`config.mk`:
```
export PLATFORM = sky130hd
export DESIGN_NAME = inst_fetch_ctrl
export DESIGN_NICKNAME = d
export VERILOG_FILES = /design/src/rtl/inst_fetch_ctrl_pkg.sv /design/src/rtl/inst_fetch_ctrl_sat_counter.sv /design/src/rtl/inst_fetch_ctrl.sv
export SDC_FILE = /design/constraint.sdc
export NUM_CORES = 1
export LEC_CHECK = 0
export CAP_MARGIN = 20
export CORE_MARGIN = 2
export CORE_UTILIZATION = 35
export DETAILED_ROUTE_END_ITERATION = 16
export GPL_TIMING_DRIVEN = 0
export PLACE_DENSITY = 0.66
export SYNTH_ARGS = -nofsm -noshare
export SYNTH_HDL_FRONTEND = slang
export SYNTH_SLANG_ARGS = --single-unit
```
`constraint.sdc`:
```
create_clock -name Clk -period 1.8 [get_ports Clk]
set_input_delay 0.36 -clock Clk [delete_from_list [all_inputs] [get_ports Clk]]
set_output_delay 0.36 -clock Clk [all_outputs]
set_load 0.05 [all_outputs]
```
`src/rtl/inst_fetch_ctrl_pkg.sv`:
```
// Shared types and constants for the instruction fetch controller and its ROM.
// Default address/instruction widths match the instruction ROM.
package inst_fetch_ctrl_pkg;

    typedef enum logic [1:0] {
        ST_IDLE = 2'd0,
        ST_RUN  = 2'd1,
        ST_HALT = 2'd2
    } fetch_state_e;

    localparam int A_DEF  = 8;
    localparam int W_DEF  = 9;
    localparam int CW_DEF = 16;

    localparam logic [W_DEF-1:0] HALT_OP = {W_DEF{1'b1}};

endpackage

```
`src/rtl/inst_fetch_ctrl_sat_counter.sv`:
```
// Saturating up-counter with synchronous clear; clear has priority over enable.
module inst_fetch_ctrl_sat_counter #(
    parameter int CW = 16
) (
    input  logic          clk,
    input  logic          rst_n,
    input  logic          i_clr,
    input  logic          i_en,
    output logic [CW-1:0] o_count
);

    logic [CW-1:0] r_count;

    // Count register: clear, then increment unless already at the top value.
    always_ff @(posedge clk or negedge rst_n) begin
        if (!rst_n) begin
            r_count <= {CW{1'b0}};
        end else if (i_clr) begin
            r_count <= {CW{1'b0}};
        end else if (i_en && (r_count != {CW{1'b1}})) begin
            r_count <= r_count + {{(CW-1){1'b0}}, 1'b1};
        end else begin
            r_count <= r_count;
        end
    end

    assign o_count = r_count;

endmodule

```
`src/rtl/inst_fetch_ctrl.sv`:
```
// Program counter and fetch sequencer for a combinational instruction ROM:
// run control, branch redirect, halt-on-all-ones and a run-cycle counter.
module inst_fetch_ctrl
    import inst_fetch_ctrl_pkg::*;
#(
    parameter int A  = A_DEF,
    parameter int W  = W_DEF,
    parameter int CW = CW_DEF
) (
    input  logic          Clk,
    input  logic          Reset_n,
    input  logic          Start,
    input  logic [A-1:0]  StartAddr,
    input  logic          Abort,
    input  logic          Stall,
    input  logic          BranchTaken,
    input  logic          BranchAbs,
    input  logic [A-1:0]  Target,
    input  logic [W-1:0]  InstIn,
    output logic [A-1:0]  InstAddress,
    output logic          InstValid,
    output logic          Running,
    output logic          Done,
    output logic [CW-1:0] CycleCount
);

    localparam logic [W-1:0] L_HALT_OP = {W{1'b1}};

    fetch_state_e r_state;
    fetch_state_e w_state_nxt;
    logic [A-1:0] r_pc;
    logic [A-1:0] w_pc_nxt;
    logic         r_running;
    logic         r_done;
    logic         w_cnt_clr;
    logic         w_cnt_en;

    // Next-state and next-PC selection; Abort outranks everything, Stall masks halt and branch.
    always_comb begin
        w_state_nxt = r_state;
        w_pc_nxt    = r_pc;
        w_cnt_clr   = 1'b0;
        case (r_state)
            ST_IDLE: begin
                if (Start) begin
                    w_state_nxt = ST_RUN;
                    w_pc_nxt    = StartAddr;
                    w_cnt_clr   = 1'b1;
                end else begin
                    w_state_nxt = ST_IDLE;
                end
            end
            ST_RUN: begin
                if (Abort) begin
                    w_state_nxt = ST_IDLE;
                    w_pc_nxt    = {A{1'b0}};
                end else if (Stall) begin
                    w_pc_nxt    = r_pc;
                end else if (InstIn == L_HALT_OP) begin
                    w_state_nxt = ST_HALT;
                end else if (BranchTaken) begin
                    w_pc_nxt = BranchAbs ? Target : (r_pc + Target);
                end else begin
                    w_pc_nxt = r_pc + {{(A-1){1'b0}}, 1'b1};
                end
            end
            ST_HALT: begin
                if (Abort) begin
                    w_state_nxt = ST_IDLE;
                    w_pc_nxt    = {A{1'b0}};
                end else if (Start) begin
                    w_state_nxt = ST_RUN;
                    w_pc_nxt    = StartAddr;
                    w_cnt_clr   = 1'b1;
                end else begin
                    w_state_nxt = ST_HALT;
                end
            end
            default: begin
                w_state_nxt = ST_IDLE;
                w_pc_nxt    = {A{1'b0}};
            end
        endcase
    end

    // State, PC and status flags; flags are registered from the next state so they track r_state.
    always_ff @(posedge Clk or negedge Reset_n) begin
        if (!Reset_n) begin
            r_state   <= ST_IDLE;
            r_pc      <= {A{1'b0}};
            r_running <= 1'b0;
            r_done    <= 1'b0;
        end else begin
            r_state   <= w_state_nxt;
            r_pc      <= w_pc_nxt;
            r_running <= (w_state_nxt == ST_RUN);
            r_done    <= (w_state_nxt == ST_HALT);
        end
    end

    assign w_cnt_en = (r_state == ST_RUN);

    inst_fetch_ctrl_sat_counter #(
        .CW (CW)
    ) u_cycle_cnt (
        .clk     (Clk),
        .rst_n   (Reset_n),
        .i_clr   (w_cnt_clr),
        .i_en    (w_cnt_en),
        .o_count (CycleCount)
    );

    assign InstAddress = r_pc;
    assign InstValid   = r_running;
    assign Running     = r_running;
    assign Done        = r_done;

endmodule

```
==> impl_metrics.env, run 1 <==
export IMPL_ys_async_sr_fraction_pct=100.0
export IMPL_wl_um=5887
export IMPL_rsz0062_at_grt="yes"
export IMPL_status="finished with violations"
export IMPL_worstPathArrival_ns=2.20
export IMPL_post_dp_hpwl_um=4327
export IMPL_postCtsHoldBufs=0
export IMPL_maxCapViolCount=0
export IMPL_tns_ns=-0.8211
export IMPL_cts_sinks=28
export IMPL_failed_checks="negative setup slack"
export IMPL_worst_pin_slew_ns=0.5228
export IMPL_clock_latency_ns=0.28
export IMPL_netlist_area_um2=2101
export IMPL_drt_iter0_drc=115
export IMPL_hold_viol=0
export IMPL_synth_main_ff_cell="dfrtp_1"
export IMPL_final_common_cell="dlygate4sd2_1"
export IMPL_cts_max_path_buffers=2
export IMPL_grt_pass1_vias=1975
export IMPL_ys_seq_elements=28
export IMPL_synth_cell_types=53
export IMPL_drive_gt1_share_pct=20.33
export IMPL_ant_nets=0
export IMPL_hp_class="in -> async"
export IMPL_mostFrequentLayoutCells="dlygate4sd2_1 (29), clkdlybuf4s50_1 (27), nand2_1 (25)"
export IMPL_finalPower_mw=2.624
export IMPL_path_clk_slew_ns=0.10
export IMPL_cp_max_fo=3
export IMPL_setup_viol=7
export IMPL_fmax_mhz=499.5
export IMPL_netlist_area_leader_share_pct=33.35
export IMPL_portBuffers=57
export IMPL_end_kind="flip-flop"
export IMPL_die_x_um=81.48
export IMPL_grt_pass1_wl_um=9680
export IMPL_ys_warn_count=0
export IMPL_power_density_nw_per_um2=864.4
export IMPL_fp_coreArea_um2=5851
export IMPL_maxSlewViolCount=0
export IMPL_area_growth_pct=44.49
export IMPL_nets=348
export IMPL_yosys_area_top_type="dfrtp_1"
export IMPL_cts_root_buffer="clkbuf_8"
export IMPL_vdd_drop_max_mv=0.4595
export IMPL_cp_data_required_time_ns=2.00
export IMPL_io_pins=59
export IMPL_synth_edff_count=0
export IMPL_skew_ns=0.004043
export IMPL_grt_overflow=0
export IMPL_yosysSeqAreaShare_pct=33.35
export IMPL_syn_num_nets=278
export IMPL_synth_area_leaders="dfrtp_1 (33%), ha_1 (5.4%), mux2i_1 (5.2%)"
export IMPL_vias=2121
export IMPL_start_kind="flip-flop"
export IMPL_htree_levels=1
export IMPL_grt_util_all_layers_pct=18.66
export IMPL_slew_headroom_pct=64.83
export IMPL_postSynthAreaPerCell_um2=8.902
export IMPL_routedWlPerCell_um=15.49
export IMPL_antenna_found_initial=0
export IMPL_period_needed_ns=2.002
export IMPL_die_y_um=81.48
export IMPL_min_period_over_period_pct=111.2
export IMPL_route_detailed_drc=0
export IMPL_diodes=0
export IMPL_place_congestion=0.8929
export IMPL_fin_ws_ns=-0.2022
export IMPL_cts_buffers=3
export IMPL_dr_pass1_iters=4
export IMPL_viasPerCell=5.582
export IMPL_crit_type="reg -> reg"
export IMPL_grt_max_degree=21
export IMPL_initial_core_util_pct=35.91
export IMPL_leakagePower_nw=1.309
export IMPL_syn_inst=236
export IMPL_dieArea_um2=6638
export IMPL_rows=28
export IMPL_utilization_pct=51.88
export IMPL_cts_tree="done"
export IMPL_preCtsSetupSlack_ns=-0.6780
layout make-up:
cell class	instances	area (um2)
multi-input cells	194	1449
flip-flops and latches	28	724.4
inverters	4	15.01
fillers	551	2815
clock inverters	1	30.03
repair buffers	65	620.6
plain buffers	10	61.31
well taps	75	93.84
clock buffers	3	41.29
per-stage QoR:
step / hold slack, ns / area [um2] / std cells
after CTS: 0.4354 / 2980 / 378
after global placement: 0.4903 / 2845 / 368
after floorplan: 0.06441 / 2181 / 236
final: 0.4198 / 3035 / 380
after detailed placement: 0.4958 / 2873 / 369
after global routing: 0.4422 / 3035 / 380
timing repair:
item | 4_1_cts | 5_1_grt
pin swaps | 6 | 4
buffers inserted | 5 | 2
endpoints found under the setup margin | 42 | 14
gates resized for setup | 39 | 12
worst paths after layout:
kind	to	cells past startpoint	slack (ns)	start
worst max register to register	InstAddress[4]	6	-0.20	InstAddress[0]
max in group asynchronous	InstAddress[5]	2	0.89	Reset_n
min in group Clk	u_cycle_cnt.o_count[6]	1	0.50	u_cycle_cnt.o_count[6]
worst max-delay path	InstAddress[4]	6	-0.20	InstAddress[0]
worst min register to register	u_cycle_cnt.o_count[6]	1	0.50	u_cycle_cnt.o_count[6]
worst min-delay path	InstAddress[0]	1	0.42	Reset_n
logic make-up (layout without fill, tap and decap cells):
| kind of cell | after synthesis | after routing | synth area share (%) |
|---|---|---|---|
| adders and majority gates | 10 | 10 | 6.313 |
| muxes | 14 | 14 | 6.849 |
| xor gates and xnor gates | 10 | 10 | 4.169 |
| DFF | 28 | 28 | 33.35 |
| buffers and inverters | 14 | 83 | 3.216 |
| and+or+nand+nor | 94 | 94 | 24.06 |
| AOI/OAI and AO/OA | 66 | 66 | 22.04 |
synthesized netlist by cell type (all sizes together) (5+ instances only):
master and n:
ha 9, nand3 13, nor3 5, o21ai 18, clkbuf 5, mux2i 11, buf 5, nand2 25
nand4 6, o211ai 9, xor2 7, nor2 19, a21oi 5, dfrtp 28
sequential cells by signal, summed over array words and instances (netlist names):
register,count
InstAddress,8
u_cycle_cnt.o_count,16
r_state,2
InstValid,1
Done,1
per-layer routing:
layer  GRT usage [%]  up-vias  part of all wire (%)
li1                -     1036                     -
met1           26.93     1011                    46
met2           29.51       68                    46
met3           1.978        6                   6.8
met4           5.424        0                   1.2
met5               0        -                     0
where the power goes:
group / leakage (nW) / total, mW / internal [mW] / switching [mW]
Clock: 0.0357 / 0.508 / 0.298 / 0.209
Combinational: 0.921 / 1.27 / 0.522 / 0.751
Sequential: 0.352 / 0.843 / 0.721 / 0.123
critical path, cell delays in order, from the launching register on:
cell and delay, ns:
dfrtp_4 0.51, ha_4 0.19, fa_2 0.39, a211oi_2 0.23, nor2_2 0.08, o311a_1 0.33, o221ai_2 0.20
(Power assumes the default switching activity.)
==> run 2, diff against run 1 <==
--- a/config.mk
+++ b/config.mk
@@ -11,6 +11,7 @@
 export DETAILED_ROUTE_END_ITERATION = 16
 export GPL_TIMING_DRIVEN = 0
 export PLACE_DENSITY = 0.66
+export SLEW_MARGIN = 40
 export SYNTH_ARGS = -nofsm -noshare
 export SYNTH_HDL_FRONTEND = slang
 export SYNTH_SLANG_ARGS = --single-unit
==> impl_metrics.env, run 2 (synthesis gave the netlist of run 1 again) <==
export IMPL_status="finished with violations"
export IMPL_failed_checks="negative setup slack"
export IMPL_portBuffers=57
export IMPL_switchingPower_mw=1.073
export IMPL_hp_class="in -> async"
export IMPL_cts_buffers=3
export IMPL_hold_viol=0
export IMPL_dpl_cell_area_um2=2840
export IMPL_cts_sinks=28
export IMPL_post_dp_hpwl_um=4280
export IMPL_start_kind="flip-flop"
export IMPL_area_growth_pct=42.64
export IMPL_place_congestion=0.8929
export IMPL_vdd_drop_max_mv=0.4452
export IMPL_cp_num_cells=6
export IMPL_dr_pass1_iters=4
export IMPL_skew_ns=0.002630
export IMPL_routedWlPerCell_um=15.37
export IMPL_drive_gt1_share_pct=19.67
export IMPL_wl_um=5840
export IMPL_final_common_cell="dlygate4sd2_1"
export IMPL_power_frac_clock_pct=19.7
export IMPL_cp_data_required_time_ns=2.00
export IMPL_power_density_nw_per_um2=865.7
export IMPL_grt_pass1_vias=2004
export IMPL_holdWs_ns=0.08594
export IMPL_grt_util_all_layers_pct=18.55
export IMPL_rsz0062_at_grt="yes"
export IMPL_cp_top_family="compound AO/OA/AOI/OAI gates"
export IMPL_fin_ws_ns=-0.2031
export IMPL_setup_viol=6
export IMPL_tns_ns=-0.7505
export IMPL_diodes=0
export IMPL_maxCapViolCount=0
export IMPL_mostFrequentLayoutCells="dlygate4sd2_1 (29), clkdlybuf4s50_1 (26), nand2_1 (25)"
export IMPL_end_kind="flip-flop"
export IMPL_leakagePower_nw=1.299
export IMPL_min_period_over_period_pct=111.3
export IMPL_worst_pin_slew_ns=0.6471
export IMPL_die_x_um=81.48
export IMPL_htree_levels=1
export IMPL_fmax_mhz=499.2
export IMPL_swShare_pct=41.38
export IMPL_p_comb_share_pct=47.8
export IMPL_antenna_found_initial=0
export IMPL_path_cells="ha_4 -> fa_2 -> a211oi_2 -> nor2_2 -> o311a_1 -> o221ai_2"
export IMPL_io_pins=59
export IMPL_drt_iter0_drc=129
export IMPL_cts_max_path_buffers=2
export IMPL_nFillCells=574
export IMPL_power_frac_seq_pct=32.5
export IMPL_initial_core_util_pct=35.91
export IMPL_gr_usage_met1_pct=26.48
export IMPL_period_needed_ns=2.003
export IMPL_busiest_layer="met2"
export IMPL_die_y_um=81.48
export IMPL_grt_pass1_wl_um=9611
export IMPL_ant_nets=0
export IMPL_fp_coreArea_um2=5851
export IMPL_r2r_cells=6
export IMPL_grt_overflow=0
export IMPL_cpPeakStageDelay_ns=0.51
export IMPL_rows=28
export IMPL_crit_buf_inv=0
export IMPL_worstPathArrival_ns=2.20
export IMPL_grt_use_met3_pct=1.868
export IMPL_use_met2_pct=30.00
export IMPL_cts_tree="done"
export IMPL_crit_type="reg -> reg"
export IMPL_vias=2110
export IMPL_grt_max_degree=29
export IMPL_postCtsHoldBufs=0
export IMPL_final_area_um2=2997
export IMPL_viasPerCell=5.553
export IMPL_clock_latency_ns=0.28
export IMPL_nets=348
export IMPL_route_detailed_drc=0
export IMPL_slew_headroom_pct=56.86
export IMPL_cp_max_fo=3
export IMPL_largest_register_ffs=16
export IMPL_path_clk_slew_ns=0.10
export IMPL_cts_root_buffer="clkbuf_8"
export IMPL_dieArea_um2=6638
export IMPL_p_int_mw=1.521
export IMPL_maxSlewViolCount=0
export IMPL_cpMaxStageDelayCell="dfrtp_4"
## run 2: metrics by stage
step,setup slack [ns],cells,power (mW),util (%)
finish,-0.2031,380,2.594,51.22
detailed placement,-0.6794,368,2.066,48.55
CTS,-0.1720,377,2.572,50.24
global placement,-0.6816,368,2.044,48.63
floorplan,-0.1719,236,1.662,-
global route,-0.2618,380,2.748,51.22
## run 2: area by class of cell
type                            instances  area [um2]  area share, %
Tap cell                               75       93.84          3.132
Timing Repair Buffer                   65       591.8          19.75
Clock inverter                          1       30.03          1.002
Clock buffer                            3       41.29          1.378
Buffer                                 10       61.31          2.046
Inverter                                4       15.01         0.5010
Multi-Input combinational cell        194        1439          48.02
Sequential cell                        28       724.4          24.18
## run 2: path summary, 6_finish.rpt
check	endpoint	slack (ns)	start
worst max-delay path	InstAddress[4]	-0.20	InstAddress[0]
worst min register to register	u_cycle_cnt.o_count[6]	0.50	u_cycle_cnt.o_count[6]
worst min-delay path	InstAddress[3]	0.09	Reset_n
worst max register to register	InstAddress[4]	-0.20	InstAddress[0]
min in group Clk	u_cycle_cnt.o_count[6]	0.50	u_cycle_cnt.o_count[6]
max in group asynchronous	InstAddress[0]	1.24	Reset_n
## run 2: power by group through the flow
stage          logic [mW]  registers, mW  clock network (mW)
6_report             1.24          0.844               0.510
5_1_grt              1.34          0.864               0.544
4_1_cts              1.20          0.846               0.522
3_5_place_dp         1.19          0.874                   0
3_3_place_gp         1.17          0.876                   0
2_1_floorplan       0.568           1.09                   0
## run 2: what timing repair did
action,CTS,global route
buffers inserted,5,3
endpoints found under the setup margin,40,16
gates resized for setup,37,9
pin swaps,3,6
## run 2: routing by layer
metal | part of all wire [%] | vias up
li1 | - | 1042
met3 | 6.1 | 4
met2 | 47 | 66
met1 | 46 | 998
met5 | 0 | -
met4 | 0.79 | 0
==> run 3, diff against run 2 <==
--- a/config.mk
+++ b/config.mk
@@ -8,8 +8,10 @@
 export CAP_MARGIN = 20
 export CORE_MARGIN = 2
 export CORE_UTILIZATION = 35
+export CTS_CLUSTER_DIAMETER = 60
 export DETAILED_ROUTE_END_ITERATION = 16
 export GPL_TIMING_DRIVEN = 0
+export HOLD_SLACK_MARGIN = 0.1
 export PLACE_DENSITY = 0.66
 export SLEW_MARGIN = 40
 export SYNTH_ARGS = -nofsm -noshare
==> results of run 3 <==
Same layout as run 2: the final DEF is identical, and so are final timing and power.
